## src/rtl/wb_skid_reg.sv

```systemverilog
// wb_skid_reg: two-entry writeback skid register (main head + skid), registered readyM.
// Optional macro WB_STALL_CNT_EN adds a saturating stall counter on output stallCntW.
module wb_skid_reg #(
    parameter int M = 32,
    parameter int N = 5
`ifdef WB_STALL_CNT_EN
    ,
    parameter int CW = 16
`endif
) (
    input  logic         CLK,
    input  logic         RST,
    input  logic         validM,
    output logic         readyM,
    input  logic [M-1:0] RD,
    input  logic [M-1:0] ALUM,
    input  logic [N-1:0] writeRM,
    input  logic [M-1:0] pcPlusM,
    input  logic         regWriteM,
    input  logic         memToRegM,
    input  logic         flushW,
    input  logic         readyW,
    output logic         validW,
    output logic [M-1:0] RDW,
    output logic [M-1:0] ALUW,
    output logic [M-1:0] pcPlusW,
    output logic [N-1:0] writeRW,
    output logic         regWriteW,
`ifdef WB_STALL_CNT_EN
    output logic [CW-1:0] stallCntW,
`endif
    output logic [M-1:0] resultW
);
    typedef struct packed {
        logic [M-1:0] rd;
        logic [M-1:0] alu;
        logic [M-1:0] pc;
        logic [N-1:0] wr;
        logic         rw;
        logic         mtr;
    } ent_t;

    ent_t r_main, r_skid;
    logic r_mv, r_sv;
    ent_t w_in;
    logic w_acc, w_drn;

    assign w_in  = '{rd: RD, alu: ALUM, pc: pcPlusM, wr: writeRM, rw: regWriteM, mtr: memToRegM};
    assign w_acc = validM & ~r_sv;
    assign w_drn = r_mv & readyW;

    always_ff @(posedge CLK) begin
        if (RST) begin
            r_mv   <= 1'b0;
            r_sv   <= 1'b0;
            r_main <= '0;
            r_skid <= '0;
        end else if (flushW) begin
            r_mv <= 1'b0;
            r_sv <= 1'b0;
        end else if (!r_mv || (w_drn && !r_sv)) begin
            r_mv <= w_acc;
            if (w_acc) r_main <= w_in;
        end else if (w_drn) begin
            // skid full means readyM was low, so no accept can collide with the shift
            r_main <= r_skid;
            r_sv   <= 1'b0;
        end else if (w_acc) begin
            r_skid <= w_in;
            r_sv   <= 1'b1;
        end
    end

    assign readyM    = ~r_sv;
    assign validW    = r_mv;
    assign RDW       = r_main.rd;
    assign ALUW      = r_main.alu;
    assign pcPlusW   = r_main.pc;
    assign writeRW   = r_main.wr;
    assign regWriteW = r_main.rw & r_mv;
    assign resultW   = r_main.mtr ? r_main.rd : r_main.alu;

`ifdef WB_STALL_CNT_EN
    logic [CW-1:0] r_stall;
    always_ff @(posedge CLK) begin
        if (RST) r_stall <= '0;
        else if (r_mv && !readyW && !(&r_stall)) r_stall <= r_stall + 1'b1;
    end
    assign stallCntW = r_stall;
`endif
endmodule

```

## config.mk

```make
export PLATFORM = sky130hd
export DESIGN_NAME = wb_skid_reg
export DESIGN_NICKNAME = d
export VERILOG_FILES = /design/src/rtl/wb_skid_reg.sv
export SDC_FILE = /design/constraint.sdc
export NUM_CORES = 1
export LEC_CHECK = 0
export CAP_MARGIN = 20
export CORE_MARGIN = 5
export CORE_UTILIZATION = 45
export DETAILED_ROUTE_END_ITERATION = 7
export PLACE_DENSITY = 0.79
export SLEW_MARGIN = 10
export SYNTH_ARGS = -nofsm -noshare
export SYNTH_HDL_FRONTEND = slang
export SYNTH_SLANG_ARGS = --single-unit
```

## constraint.sdc

```tcl
create_clock -name CLK -period 2.55 [get_ports CLK]
set_input_delay 0.765 -clock CLK [delete_from_list [all_inputs] [get_ports CLK]]
set_output_delay 0.765 -clock CLK [all_outputs]
set_load 0.01 [all_outputs]
```

==> impl_metrics.py <==
metrics = {
    "critical_path": {
        "worst_setup_path_end_kind": "primary output",
        "r2r_cells": 5,
        "r2r-end": "r_skid[29]",
        "cp.arrival_ns": 1.73,
        "reg2reg_from": "validW",
        "slowest_stage": "dfxtp_2",
        "cp_max_fo": 13,
        "critPathMaxStageDelay_ns": 0.38,
        "cp.required_ns": 1.79,
        "crit_chain": "buf_12, mux2_1, dlygate4sd2_1",
        "worst-setup-path-type": "register to primary output",
        "r2r_setup_slack_ns": 0.58,
        "startpoint_type": "register",
    },
    "logic_synthesis": {
        "yosysTopAreaCell": "dfxtp_1",
        "syn_inst": 1240,
        "ys_ff_latch": 208,
        "ys_warn_count": 0,
        "synth_cell_types": 27,
        "avgSynthCellArea_sq_um": 8.80,
        "yosys.area.top_type_share": 0.382,
        "synth_area_leaders": "dfxtp_1 38%, a311oi_2 9.6%, nand3b_1 7.1%",
        "netlist_area_sq_um": 10900,
        "synthSimpleGateAreaFrac": 0.123,
        "synth_fa_ha_area_frac": 0,
        "syn-num-nets": 1348,
        "synth_top_family_by_area": "compound AO/OA/AOI/OAI gates",
        "muxShareOfSynthArea": 0.0344,
        "yosysSeqAreaShare": 0.382,
        "synth-compound-area-share": 0.326,
        "synthXorXnorAreaFrac": 0,
    },
    "sta": {
        "fin_crit_ns": 2.50,
        "worstMarginPinSlew_ns": 0.648,
        "fin_skew_ns": 0.0118,
        "fin_crit_sh": 0.979,
        "hold_viol": 0,
        "tns_ns": 0,
        "holdWs_ns": 0.479,
        "setup_viol_count_final": 0,
        "final_max_slew_viol_count": 0,
        "slew_headroom": 0.568,
        "fmax_ghz": 0.401,
    },
    "routing": {
        "vias": 10200,
        "firstDrtPassIters": 5,
        "ant_nets": 0,
        "via_per_inst": 6.29,
        "wl_mm": 34.0,
        "drc": 0,
        "wl_per_cell_um": 20.9,
        "dr.first_iter.drc_count": 1384,
    },
    "floorplanning": {
        "io_pins": 244,
        "core_sq_um": 24100,
        "die_h_um": 166,
        "start_util": 0.453,
        "die_w_um": 166,
        "fp.dieArea_sq_um": 27500,
        "fp-row-count": 57,
    },
    "clock_tree": {
        "cts_root_buf": "clkbuf_16",
        "cts.sinks": 208,
        "cts_tree": "built",
        "numCtsBuffers": 23,
        "htree_levels": 1,
        "cts_buffer_depth": 3,
        "clkLatencyLatePin_ns": 0.50,
        "clk_pin_slew_ns": 0.06,
        "hold_buffers": 0,
    },
    "run_status": {
        "outcome": "finished, final reports clean",
    },
    "layout": {
        "fill_cells": 2103,
        "fin_nets": 1398,
        "drive_above_1_share": 0.126,
        "syn_to_final_growth_pct": 25.8,
    },
    "global_route": {
        "gr-total-overflow": 0,
        "antenna_found_initial": 5,
        "grt_pass1_vias": 9743,
        "grt_max_degree": 106,
        "grt_pass1_wl_mm": 54.2,
        "grtUsageTotal": 0.232,
    },
    "pwr": {
        "p_per_area_nw_per_um2": 600,
        "p_sw_mw": 2.17,
        "ir_drop_v": 0.000337,
        "leakage_nw": 4.44,
        "power_frac_seq": 0.425,
        "p_clk_frac": 0.404,
        "intPower_mw": 6.06,
        "power.share.switching": 0.264,
        "combPwrFrac": 0.171,
    },
    "hold_path": {
        "holdPathEnd": "r_skid[49]",
        "hold_depth": 2,
        "hp-class": "register to register",
        "holdCritStartpoint": "r_skid[49]",
    },
    "place": {
        "dp_hpwl_mm": 21.2,
        "gp_congestion": 0.834,
        "port_buffers": 243,
    },
    "run": {
        "cap_violations": 0,
    },
}
[metrics by stage]
step	instances	setup WS (ns)	util	instance area [sq um]	total power, mW
floorplan	1240	0.533	-	10900	4.39
global placement	1589	0.154	0.536	12900	4.95
detailed placement	1589	0.0944	0.536	12900	4.98
CTS	1629	-0.145	0.567	13700	8.26
global route	1630	-0.00306	0.569	13700	8.53
finish	1630	0.0546	0.569	13700	8.23
[synth_stat cells]
master / number
mux2_1: 32
nand3_1: 103
nand2b_1: 1
a31oi_1: 103
nand3b_1: 103
clkbuf_1: 123
a311oi_1: 33
a21oi_1: 104
dfxtp_1: 208
and3_1: 1
nor2b_1: 1
nand4bb_1: 1
mux2_4: 1
buf_6: 8
nor3b_1: 1
o2bb2ai_1: 1
o21ai_1: 103
a311oi_2: 70
and4bb_2: 1
inv_1: 1
a2111oi_0: 1
inv_2: 2
buf_1: 15
and2_1: 1
o21ai_0: 103
buf_4: 102
buf_2: 17
[critical path, delay by kind of cell, from the launching register on]
kind	cells	cell delay, ns
buffers and inverters	2	0.47
flip-flops	1	0.38
multiplexers	1	0.38
[layout by cell type, fill, tap and decap left out, drive strengths merged, types with 3 or more instances in the layout]
master / Yosys / final
clkbuf: 123 / 36
nand3: 103 / 103
mux2: 33 / 33
a311oi: 103 / 103
a21oi: 104 / 104
dlygate4sd2: 0 / 21
o21ai: 206 / 206
inv: 3 / 3
dfxtp: 208 / 208
nand3b: 103 / 103
dlymetal6s2s: 0 / 11
a31oi: 103 / 103
buf: 142 / 48
clkdlybuf4s50: 0 / 209
[repair_timing]
| item | in CTS | in global routing |
|---|---|---|
| setup buffers | 0 | 0 |
| hold endpoints to repair | 0 | 0 |
| endpoints found under the setup margin | 32 | 12 |
| resized for setup | 25 | 13 |
| pin swaps | 0 | 0 |
[registers in the layout, summed over array words and instances (netlist names)]
signal / count
ALUW: 32
r_sv: 1
pcPlusW: 32
writeRW: 5
RDW: 32
validW: 1
r_skid: 103
r_main: 2
[area by class of cell]
cell class                      instances  area, sq um  area share
Inverter                                3         16.3     0.00119
Antenna cell                            1         2.50    0.000182
Timing Repair Buffer                  290         3050       0.222
Clock inverter                          5         58.8     0.00429
Tap cell                              324          405      0.0296
Sequential cell                       208         4170       0.304
Clock buffer                           35          701      0.0511
Multi-Input combinational cell        764         5310       0.387
[power by group through the flow]
stage	clock network, mW	logic [mW]	registers [mW]
2_1_floorplan	0	0.883	3.51
3_3_place_gp	0	1.40	3.56
3_5_place_dp	0	1.42	3.56
4_1_cts	3.36	1.41	3.49
5_1_grt	3.52	1.50	3.51
6_report	3.33	1.41	3.49
[routing by layer]
| layer | vias to the layer above | track usage | share of wire |
|---|---|---|---|
| li1 | 4686 | - | - |
| met1 | 4985 | 0.314 | 0.42 |
| met2 | 504 | 0.371 | 0.46 |
| met3 | 65 | 0.0560 | 0.092 |
| met4 | 6 | 0.0671 | 0.024 |
| met5 | - | 0 | 0.0012 |
[worst max-delay path by stage]
| stage | endpoint | from | cells after the start | slack [ns] |
|---|---|---|---|---|
| finish | resultW[11] | r_main[0] | 3 | 0.05 |
| global route | resultW[11] | r_main[0] | 3 | -0.003 |
| CTS | resultW[5] | r_main[0] | 3 | -0.14 |
| detailed placement | RDW[4] | readyW | 5 | 0.09 |
| global placement | ALUW[21] | validM | 5 | 0.15 |
| floorplan | resultW[10] | r_main[0] | 3 | 0.53 |
[cells by family after synthesis]
| logic type | after synthesis |
|---|---|
| compound gates | 518 |
| buf+inv | 268 |
| simple gates | 213 |
| flops | 208 |
| mux | 33 |
Note: power is estimated with default switching activity, not from simulation.
==> RTL change (same flow settings) <==
Change the parameter `N` from 5 to 4.
--- a/src/rtl/wb_skid_reg.sv
+++ b/src/rtl/wb_skid_reg.sv
@@ -3,5 +3,5 @@
 module wb_skid_reg #(
     parameter int M = 32,
-    parameter int N = 5
+    parameter int N = 4
 `ifdef WB_STALL_CNT_EN
     ,
Ports: changed (resized writeRM and writeRW); port bits go from 244 to 242. No check against the original RTL was run, so the function may have changed too.
==> RTL change against the unedited design <==
- cell area decreased by 1.5%
- synthesized cell count down 1.1%
- clock power decreased by 12%
- wire length fell by 0.24%
- setup slack better by 0.0015 ns
- area after synthesis increased by 0.11%
- total power decreased by 5.1%
- first-iteration DRC count fell by 35%
- utilization decreased by 0.86 points
- die area up 0.11%
- sequential cell count is 2 lower
- cell count decreased by 1.3%
- clock skew down 0.0045 ns
- critical endpoint is now resultW[2]
- largest cell class unchanged
==> RTL change: results (changes against the unedited design) <==
| Metric | Value |
|---|---|
| Synth cell count leaders | `206 x dfxtp_1, 204 x o21ai_0, 118 x clkbuf_1 (was 208 x dfxtp_1, 123 x clkbuf_1, 104 x a21oi_1)` |
| Crit path max fanout | `11 (was 13)` |
| Layout fillers | `2155 (was 2103)` |
| Largest incremental delay on the critical path | `0.40 ns (was 0.38 ns)` |
| Seq/Total Area, Yosys | `37.8% (was 38.2%)` |
| Placed insts | `1575 (was 1589)` |
| Total GRT Usage | `22.8% (was 23.2%)` |
| Syn Nets | `1333 (was 1348)` |
| Grt met1 use | `28.2% (was 31.4%)` |
| Setup Skew | `0.00731 ns (was 0.0118 ns)` |
| Sw Share | `26.4% (about the same)` |
| Synth area leaders | `dfxtp_1 38%, a311oi_2 11%, o21ai_0 9.3% (was dfxtp_1 38%, a311oi_2 9.6%, nand3b_1 7.1%)` |
| Leakage | `4.21 nW (was 4.44 nW)` |
| Antenna Cells | `0 (was 1)` |
| Worst vdd ir | `362 uV (was 337 uV)` |
| Largest net degree at the start of global routing | `88 (was 106)` |
| Half-perimeter wire length after placement | `20.8 mm (was 21.2 mm)` |
| First-pass GRT wire length | `53.6 mm (was 54.2 mm)` |
| PostCTS Resize Cnt | `34 (was 25)` |
| GR Layer Usage met2 | `38.5% (was 37.1%)` |
| Compound-gate portion of the synthesized area | `32.8% (was 32.6%)` |
| Largest register FFs | `102 (was 103)` |
| Vias in the first global route | `10000 (was 9743)` |
| Post-synthesis mux area share | `3.44% (about the same)` |
| Initial DRC Count | `905 (was 1384)` |
| Syn Area/Cell | `8.91 sq um (was 8.80 sq um)` |
| CP Data Arrival Time | `1.73 ns (about the same)` |
| CP max stage cell | `dfxtp_4 (was dfxtp_2)` |
| Post-CTS setup buffer count | `1 (was 0)` |
| Slew HR | `48.1% (was 56.8%)` |
| Wire length per cell | `21.1 um (was 20.9 um)` |
| Share of layout cells above drive strength 1 | `15.3% (was 12.6%)` |
| Routed WL | `34.0 mm (about the same)` |
| PortBufs | `241 (was 243)` |
| Final net count | `1385 (was 1398)` |
| Adder-Cell Fraction of Synth Area | `0% (unchanged)` |
| Gp weighted congestion | `0.827 (was 0.834)` |
| Post-DR vias/cell | `6.24 (was 6.29)` |
| Initial antenna violation count | `1 (was 5)` |
| Outcome | `finished, final reports clean (unchanged)` |
| Met3 GRT Util | `5.86% (was 5.60%)` |
| First-pass DRT Iterations | `7 (was 5)` |
| Worst Tran Pin Value | `0.778 ns (was 0.648 ns)` |
[RTL change: per-layer routing]
metal / part of all wire (%) / wire, um / up-vias
li1: - / - / 4627
met3: 7.5 / 2540 / 75
met5: 0.038 / 13 / -
met4: 3.4 / 1150 / 2
met2: 49 / 16800 / 404
met1: 40 / 13500 / 4928
[RTL change: final timing paths]
kind	depth (start not counted)	to	slack [ns]	start
max	3	resultW[2]	0.06	r_main[0]$_SDFFE_PP0P_
max reg2reg	5	ALUW[26]$_SDFFE_PP0P_	0.57	validW$_SDFFE_PP0P_
min	2	r_skid[75]$_SDFFE_PP0P_	0.47	r_skid[75]$_SDFFE_PP0P_
min reg2reg	2	r_skid[75]$_SDFFE_PP0P_	0.47	r_skid[75]$_SDFFE_PP0P_
[RTL change: power groups by stage]
stage / clock (mW) / sequential [mW] / combinational, mW
after floorplan: 0 / 3.47 / 0.901
after global placement: 0 / 3.53 / 1.40
after detailed placement: 0 / 3.53 / 1.42
after CTS: 3.01 / 3.46 / 1.40
after global routing: 3.15 / 3.47 / 1.49
final: 2.94 / 3.46 / 1.41
[RTL change: layout make-up]
cell class              count  area (sq um)  area share, %
multi-input cells         757          5330           39.5
clock inverters             1          5.00         0.0370
inverters                   3          16.3          0.120
clock buffers              31           636           4.71
well taps                 324           405           3.00
flip-flops and latches    206          4130           30.6
repair buffers            287          2980           22.1
[RTL change: per-stage QoR]
stage | total power [mW] | setup slack (ns) | cell area (sq um)
6_report | 7.81 | 0.0561 | 13500
5_1_grt | 8.12 | -0.00386 | 13500
4_1_cts | 7.87 | 0.0255 | 13500
3_5_place_dp | 4.95 | 0.0697 | 12900
3_3_place_gp | 4.92 | 0.0843 | 12900
2_1_floorplan | 4.38 | 0.542 | 10900
